==> config.mk <==
export PLATFORM = sky130hd
export DESIGN_NAME = mem_bus_arbiter
export DESIGN_NICKNAME = d
export VERILOG_FILES = /design/src/rtl/mem_bus_arbiter_pkg.sv /design/src/rtl/mem_rr_pick.sv /design/src/rtl/mem_bus_arbiter.sv
export SDC_FILE = /design/constraint.sdc
export NUM_CORES = 1
export LEC_CHECK = 0
export ABC_AREA = 1
export ABC_CLOCK_PERIOD_IN_PS = 1700
export BUFFER_PORTS_ARGS = -buffer_cell sky130_fd_sc_hd__buf_4
export CORE_MARGIN = 2
export CORE_UTILIZATION = 44
export DETAILED_ROUTE_END_ITERATION = 16
export PLACE_DENSITY = 0.81
export SYNTH_ARGS = -nofsm -noshare
export SYNTH_HDL_FRONTEND = slang
export SYNTH_SLANG_ARGS = --single-unit
==> constraint.sdc <==
create_clock -name clk -period 1.7 [get_ports clk]
set_clock_uncertainty 0.05 [all_clocks]
set_input_delay 0.255 -clock clk [delete_from_list [all_inputs] [get_ports clk]]
set_output_delay 0.255 -clock clk [all_outputs]
set_load 0.01 [all_outputs]
==> src/rtl/mem_bus_arbiter_pkg.sv <==
// Shared definitions for the memory bus arbiter: FSM state encoding,
// grant identifiers and the line-offset width helper.
package mem_bus_arbiter_pkg;

  // Arbiter FSM states
  typedef enum logic [1:0] {
    IDLE    = 2'd0,
    BURST_I = 2'd1,
    BURST_D = 2'd2,
    DONE    = 2'd3
  } arb_state_e;

  // Grant identifiers; also the bit positions in the request vector
  localparam logic GNT_I = 1'b0;
  localparam logic GNT_D = 1'b1;

  // Number of byte-address bits covered by one cache line
  function automatic int offset_bits(input int line_words);
    return $clog2(line_words) + 2;
  endfunction

  // Line offset width for the default 4-word line
  localparam int OFFSET_BITS = offset_bits(4);

endpackage

==> src/rtl/mem_rr_pick.sv <==
// Two-way round-robin picker: a lone request wins outright, a tie goes to
// the side that did not win last time. Purely combinational.
module mem_rr_pick
  import mem_bus_arbiter_pkg::*;
(
  input  logic [1:0] req,
  input  logic       last_grant,
  output logic       grant,
  output logic       valid
);

  // Pick the winner from the request vector and the previous owner
  always_comb begin
    valid = |req;
    grant = GNT_I;
    if (req[GNT_I] && req[GNT_D]) begin
      grant = ~last_grant;
    end else if (req[GNT_D]) begin
      grant = GNT_D;
    end
  end

endmodule

==> src/rtl/mem_bus_arbiter.sv <==
// Memory bus arbiter between the I-cache refill engine and the D-cache miss
// engine. One requester owns the bus for a whole line burst; beats are
// sequenced here and read data / write-beat handshakes go back to the owner.
// Optional per-beat watchdog enabled by defining ARB_TIMEOUT_EN.
module mem_bus_arbiter
  import mem_bus_arbiter_pkg::*;
#(
  parameter int LINE_WORDS = 4,
  parameter int ADDR_W     = 32,
  parameter int TIMEOUT    = 255
) (
  input  logic              clk,
  input  logic              rst_n,
  input  logic              i_req,
  input  logic [ADDR_W-1:0] i_addr,
  output logic [31:0]       i_rdata,
  output logic              i_rvalid,
  output logic              i_done,
  input  logic              d_req,
  input  logic              d_we,
  input  logic [ADDR_W-1:0] d_addr,
  input  logic [31:0]       d_wdata,
  output logic              d_wnext,
  output logic [31:0]       d_rdata,
  output logic              d_rvalid,
  output logic              d_done,
  output logic              mem_req,
  output logic              mem_we,
  output logic [ADDR_W-1:0] mem_addr,
  output logic [31:0]       mem_wdata,
  input  logic [31:0]       mem_rdata,
  input  logic              mem_ack,
  output logic              err
);

  localparam int OFF_W  = offset_bits(LINE_WORDS);
  localparam int BEAT_W = $clog2(LINE_WORDS);
  localparam logic [BEAT_W-1:0] LAST_BEAT = BEAT_W'(LINE_WORDS - 1);

  // Reject geometries the address slicing cannot represent
  if (LINE_WORDS < 2 || LINE_WORDS > 16 || (LINE_WORDS & (LINE_WORDS - 1)) != 0 || TIMEOUT < 1)
  begin : g_bad_params
    $error("mem_bus_arbiter: unsupported LINE_WORDS or TIMEOUT");
  end

  arb_state_e                state_q, state_d;
  logic [BEAT_W-1:0]         beat_q, beat_d;
  logic [ADDR_W-OFF_W-1:0]   base_q, base_d;
  logic                      we_q, we_d;
  logic                      last_grant_q, last_grant_d;
  logic [31:0]               i_hold_q, i_hold_d;
  logic [31:0]               d_hold_q, d_hold_d;
  logic                      pick_grant;
  logic                      pick_valid;
  logic                      in_burst_i;
  logic                      in_burst_d;
  logic                      unused_addr_bits;

`ifdef ARB_TIMEOUT_EN
  localparam int WD_W = $clog2(TIMEOUT + 1);
  logic [WD_W-1:0] wd_q, wd_d;
  logic            err_q, err_d;
`endif

  // Only the line base is latched; the in-line offset comes from the beat counter
  assign unused_addr_bits = ^{i_addr[OFF_W-1:0], d_addr[OFF_W-1:0]};

  mem_rr_pick u_pick (
    .req        ({d_req, i_req}),
    .last_grant (last_grant_q),
    .grant      (pick_grant),
    .valid      (pick_valid)
  );

  assign in_burst_i = (state_q == BURST_I);
  assign in_burst_d = (state_q == BURST_D);

  assign mem_req   = in_burst_i | in_burst_d;
  assign mem_we    = in_burst_d & we_q;
  assign mem_addr  = {base_q, beat_q, 2'b00};
  assign mem_wdata = mem_we ? d_wdata : 32'h0;
  assign i_rvalid  = in_burst_i & mem_ack;
  assign d_rvalid  = in_burst_d & ~we_q & mem_ack;
  assign d_wnext   = in_burst_d & we_q & mem_ack;
  assign i_rdata   = i_rvalid ? mem_rdata : i_hold_q;
  assign d_rdata   = d_rvalid ? mem_rdata : d_hold_q;
  assign i_done    = (state_q == DONE) & (last_grant_q == GNT_I);
  assign d_done    = (state_q == DONE) & (last_grant_q == GNT_D);

`ifdef ARB_TIMEOUT_EN
  assign err = err_q;
`else
  assign err = 1'b0;
`endif

  // Next-state logic: grant in IDLE, step beats on ack, one-cycle DONE
  always_comb begin
    state_d      = state_q;
    beat_d       = beat_q;
    base_d       = base_q;
    we_d         = we_q;
    last_grant_d = last_grant_q;
    i_hold_d     = i_rvalid ? mem_rdata : i_hold_q;
    d_hold_d     = d_rvalid ? mem_rdata : d_hold_q;
`ifdef ARB_TIMEOUT_EN
    wd_d  = '0;
    err_d = err_q;
`endif
    case (state_q)
      IDLE: begin
        if (pick_valid) begin
          last_grant_d = pick_grant;
          beat_d       = '0;
          if (pick_grant == GNT_D) begin
            base_d  = d_addr[ADDR_W-1:OFF_W];
            we_d    = d_we;
            state_d = BURST_D;
          end else begin
            base_d  = i_addr[ADDR_W-1:OFF_W];
            we_d    = 1'b0;
            state_d = BURST_I;
          end
        end
      end
      BURST_I, BURST_D: begin
        if (mem_ack) begin
          beat_d = beat_q + 1'b1;
          if (beat_q == LAST_BEAT) begin
            state_d = DONE;
          end
        end
`ifdef ARB_TIMEOUT_EN
        else if (wd_q >= WD_W'(TIMEOUT)) begin
          // Memory stopped answering: close the burst without more data
          state_d = DONE;
          err_d   = 1'b1;
        end else begin
          wd_d = wd_q + 1'b1;
        end
`endif
      end
      default: begin
        state_d = IDLE;
      end
    endcase
  end

  // State registers; reset aborts any burst and hands the first tie to D
  always_ff @(posedge clk or negedge rst_n) begin
    if (!rst_n) begin
      state_q      <= IDLE;
      beat_q       <= '0;
      base_q       <= '0;
      we_q         <= 1'b0;
      last_grant_q <= GNT_I;
      i_hold_q     <= '0;
      d_hold_q     <= '0;
`ifdef ARB_TIMEOUT_EN
      wd_q         <= '0;
      err_q        <= 1'b0;
`endif
    end else begin
      state_q      <= state_d;
      beat_q       <= beat_d;
      base_q       <= base_d;
      we_q         <= we_d;
      last_grant_q <= last_grant_d;
      i_hold_q     <= i_hold_d;
      d_hold_q     <= d_hold_d;
`ifdef ARB_TIMEOUT_EN
      wd_q         <= wd_d;
      err_q        <= err_d;
`endif
    end
  end

endmodule

==> impl_metrics.tcl <==
set metrics [dict create \
    outcome "finished, violations left" \
    violations "negative setup slack" \
    period_share_pct 123.2 \
    worstHoldStart "d_we" \
    core-area_sq_mm 0.009864 \
    fmax_ghz 0.4773 \
    vias 5165 \
    die_h_microns 105.2 \
    grt_max_degree 49 \
    antenna_found_initial 0 \
    antenna_cells 0 \
    path_delay_family "buffers and inverters" \
    r2r_end "beat_q[0]" \
    p_leak_nw 4.535 \
    worst_setup_path_start_kind "register" \
    rows 36 \
    setup_viol_count_final 101 \
    final_hold_viol_count 0 \
    grt_overflow 0 \
    hold_depth 3 \
    gp_routability_congestion 0.8727 \
    wl_per_cell_microns 18.14 \
    total_power_mw 14.16 \
    crit_fanout 12 \
    drive_gt1_share_pct 51.77 \
    postSynthAreaPerCell_sq_um 7.742 \
    synthDistinctLibCells 17 \
    endpoint_kind "primary output" \
    antenna_left 0 \
    grt_pass1_wl_microns 23960 \
    io_pins 270 \
    cts.clk_slew.worst_paths_ns 0.09 \
    min_path_type "input port to register" \
    rsz0062_at_grt "true" \
    r2r_start "state_q[0]" \
    p_per_area_mw_per_mm2 1731 \
    syn-instance-count 582 \
    r2r.worst_path.cells 8 \
    viasPerCell 5.124 \
    max-vdd-ir-drop_v 0.0009858 \
    drv_cap 0 \
    htreeDepth 3 \
    numCtsBuffers 9 \
    clk_latency_ns 0.35 \
    yosysSeqAreaShare_pct 54.43 \
    final_cell_mix "buf_4 (245), nand2_1 (186), dfrtp_1 (98), inv_1 (70), buf_6 (44)" \
    cp.arrival_ns 1.79 \
    hpwl_microns 10310 \
    drtIter0Drc 261 \
    worst-path-buf-inv 3 \
    layout_commonest_cell "buf_4" \
    ys_ff_latch 98 \
    area_growth_syn_to_layout_pct 81.62 \
    grt_pass1_vias 4909 \
    die-area_sq_mm 0.01106 \
    synth.area.top_cells "dfrtp_1 (54%), nand2_1 (19%), o21ai_0 (7.3%), inv_1 (6.4%), nand3_1 (3.6%)" \
    setup_tns_ns -25.12 \
    cp.depth 6 \
    setup_ws_ns -0.3950 \
    synth_warnings 0 \
    crit_type "register to primary output" \
    routed_wl_microns 18280 \
    place_ws_ns -0.09032 \
    grt_use_total_pct 27.26 \
    slew_viol_final 0 \
    crit_slowest_cell "dfrtp_1" \
    drcViolationCount 0 \
    final_util_pct 82.95 \
    first_pass_iters 6 \
    cts_sinks 98 \
    rrSetupSlack_ns 0.05 \
    hold_end "we_q" \
    cts_tree "yes" \
    crit_start "state_q[0]" \
    clockBufferDepth 2 \
    die_x_microns 105.2 \
    nets 1009 \
    clock-root-buffer "clkbuf_8" \
    path_cells "inv_2 > ha_4 > nand3_4 > buf_12 > o21ai_2 > buf_4" \
    io_buffers 258 \
    synthDominantCellAreaShare_pct 54.43 \
    synth_top_cell_by_area "dfrtp_1" \
    cp_slowest_stage_delay_ns 0.42 \
    crit_required_ns 1.39 \
    netlist_area_sq_mm 0.004506 \
    layout_min_cycle_time_ns 2.095 \
    initial_utilization_pct 45.67 \
]
## metrics by stage
step | instances | instance area (sq um) | hold WS [ns]
after detailed placement | 960 | 6643 | 0.1511
final | 1008 | 8183 | 0.1326
after CTS | 992 | 7546 | 0.1112
after global placement | 960 | 6643 | 0.1443
after floorplan | 584 | 4513 | -0.09059
after global routing | 1008 | 8183 | 0.1286
## kinds of logic (layout without fill, tap and decap cells)
logic type,count (synthesis),count (layout),synth area share [%]
compound gates,67,67,7.470
other cells,1,3,0.08323
flops,98,98,54.43
buf+inv,113,403,10.80
fa+ha+maj,5,5,1.389
simple gates,298,299,25.83
## cells in the mapped netlist
cell type  number
buf_1           1
nor2_1         36
o22ai_1         1
nand3_1        32
inv_1          77
conb_1          1
or2_2           1
buf_2          14
o21ai_0        66
dfrtp_1        98
nand2_1       228
inv_2           1
buf_4           6
nor2_2          1
ha_1            5
clkbuf_1       11
buf_6           3
## worst reg2reg max path, delay by kind of cell, from the launching register on
kind	cells	cell delay, ns
flops	1	0.40
fa+ha+maj	1	0.28
buf+inv	5	0.49
simple gates	1	0.26
compound gates	1	0.11
## how the worst max path moves through the flow
stage               slack [ns]     endpoint
floorplan                 0.04  d_rdata[10]
global placement         -0.02  d_rdata[18]
finish                   -0.40   d_rdata[6]
CTS                      -0.32  d_rdata[22]
detailed placement       -0.09  d_rdata[18]
global route             -0.46   d_rdata[6]
## what timing repair did
action / 4_1_cts / 5_1_grt
setup endpoints to repair: 102 / 122
hold endpoints to repair: 23 / 0
setup buffers: 9 / 8
gates resized for setup: 178 / 115
pin swaps: 6 / 8
gates cloned: 6 / 8
hold buffers: 1 / 0
## power breakdown
group | switching [mW] | total [mW] | internal [mW]
registers | 0.582 | 3.98 | 3.39
logic | 4.45 | 8.70 | 4.25
clock network | 0.878 | 1.48 | 0.606
total | 5.91 | 14.2 | 8.25
## routing by layer
layer / global-route usage, % / routed length (microns) / vias to the layer above
met3: 6.238 / 1400 / 86
met5: 0 / 0 / -
li1: - / - / 2335
met4: 14.10 / 1169 / 0
met1: 28.83 / 6038 / 2439
met2: 50.00 / 9676 / 305
## state kept, by name, summed over array words and instances, names as in the netlist
register,flops
d_hold_q,32
i_hold_q,32
base_q,28
beat_q,2
state_q,2
last_grant_q,1
we_q,1
## layout make-up
type                            count  area (sq um)
Tap cell                          133         166.4
Clock inverter                      6         60.06
Sequential cell                    98          2452
Multi-Input combinational cell    374          2278
Fill cell                         577          1682
Clock buffer                       10         137.6
Inverter                           78         297.8
Timing Repair Buffer              309          2790
No activity file was read; power rests on OpenSTA's default activity.
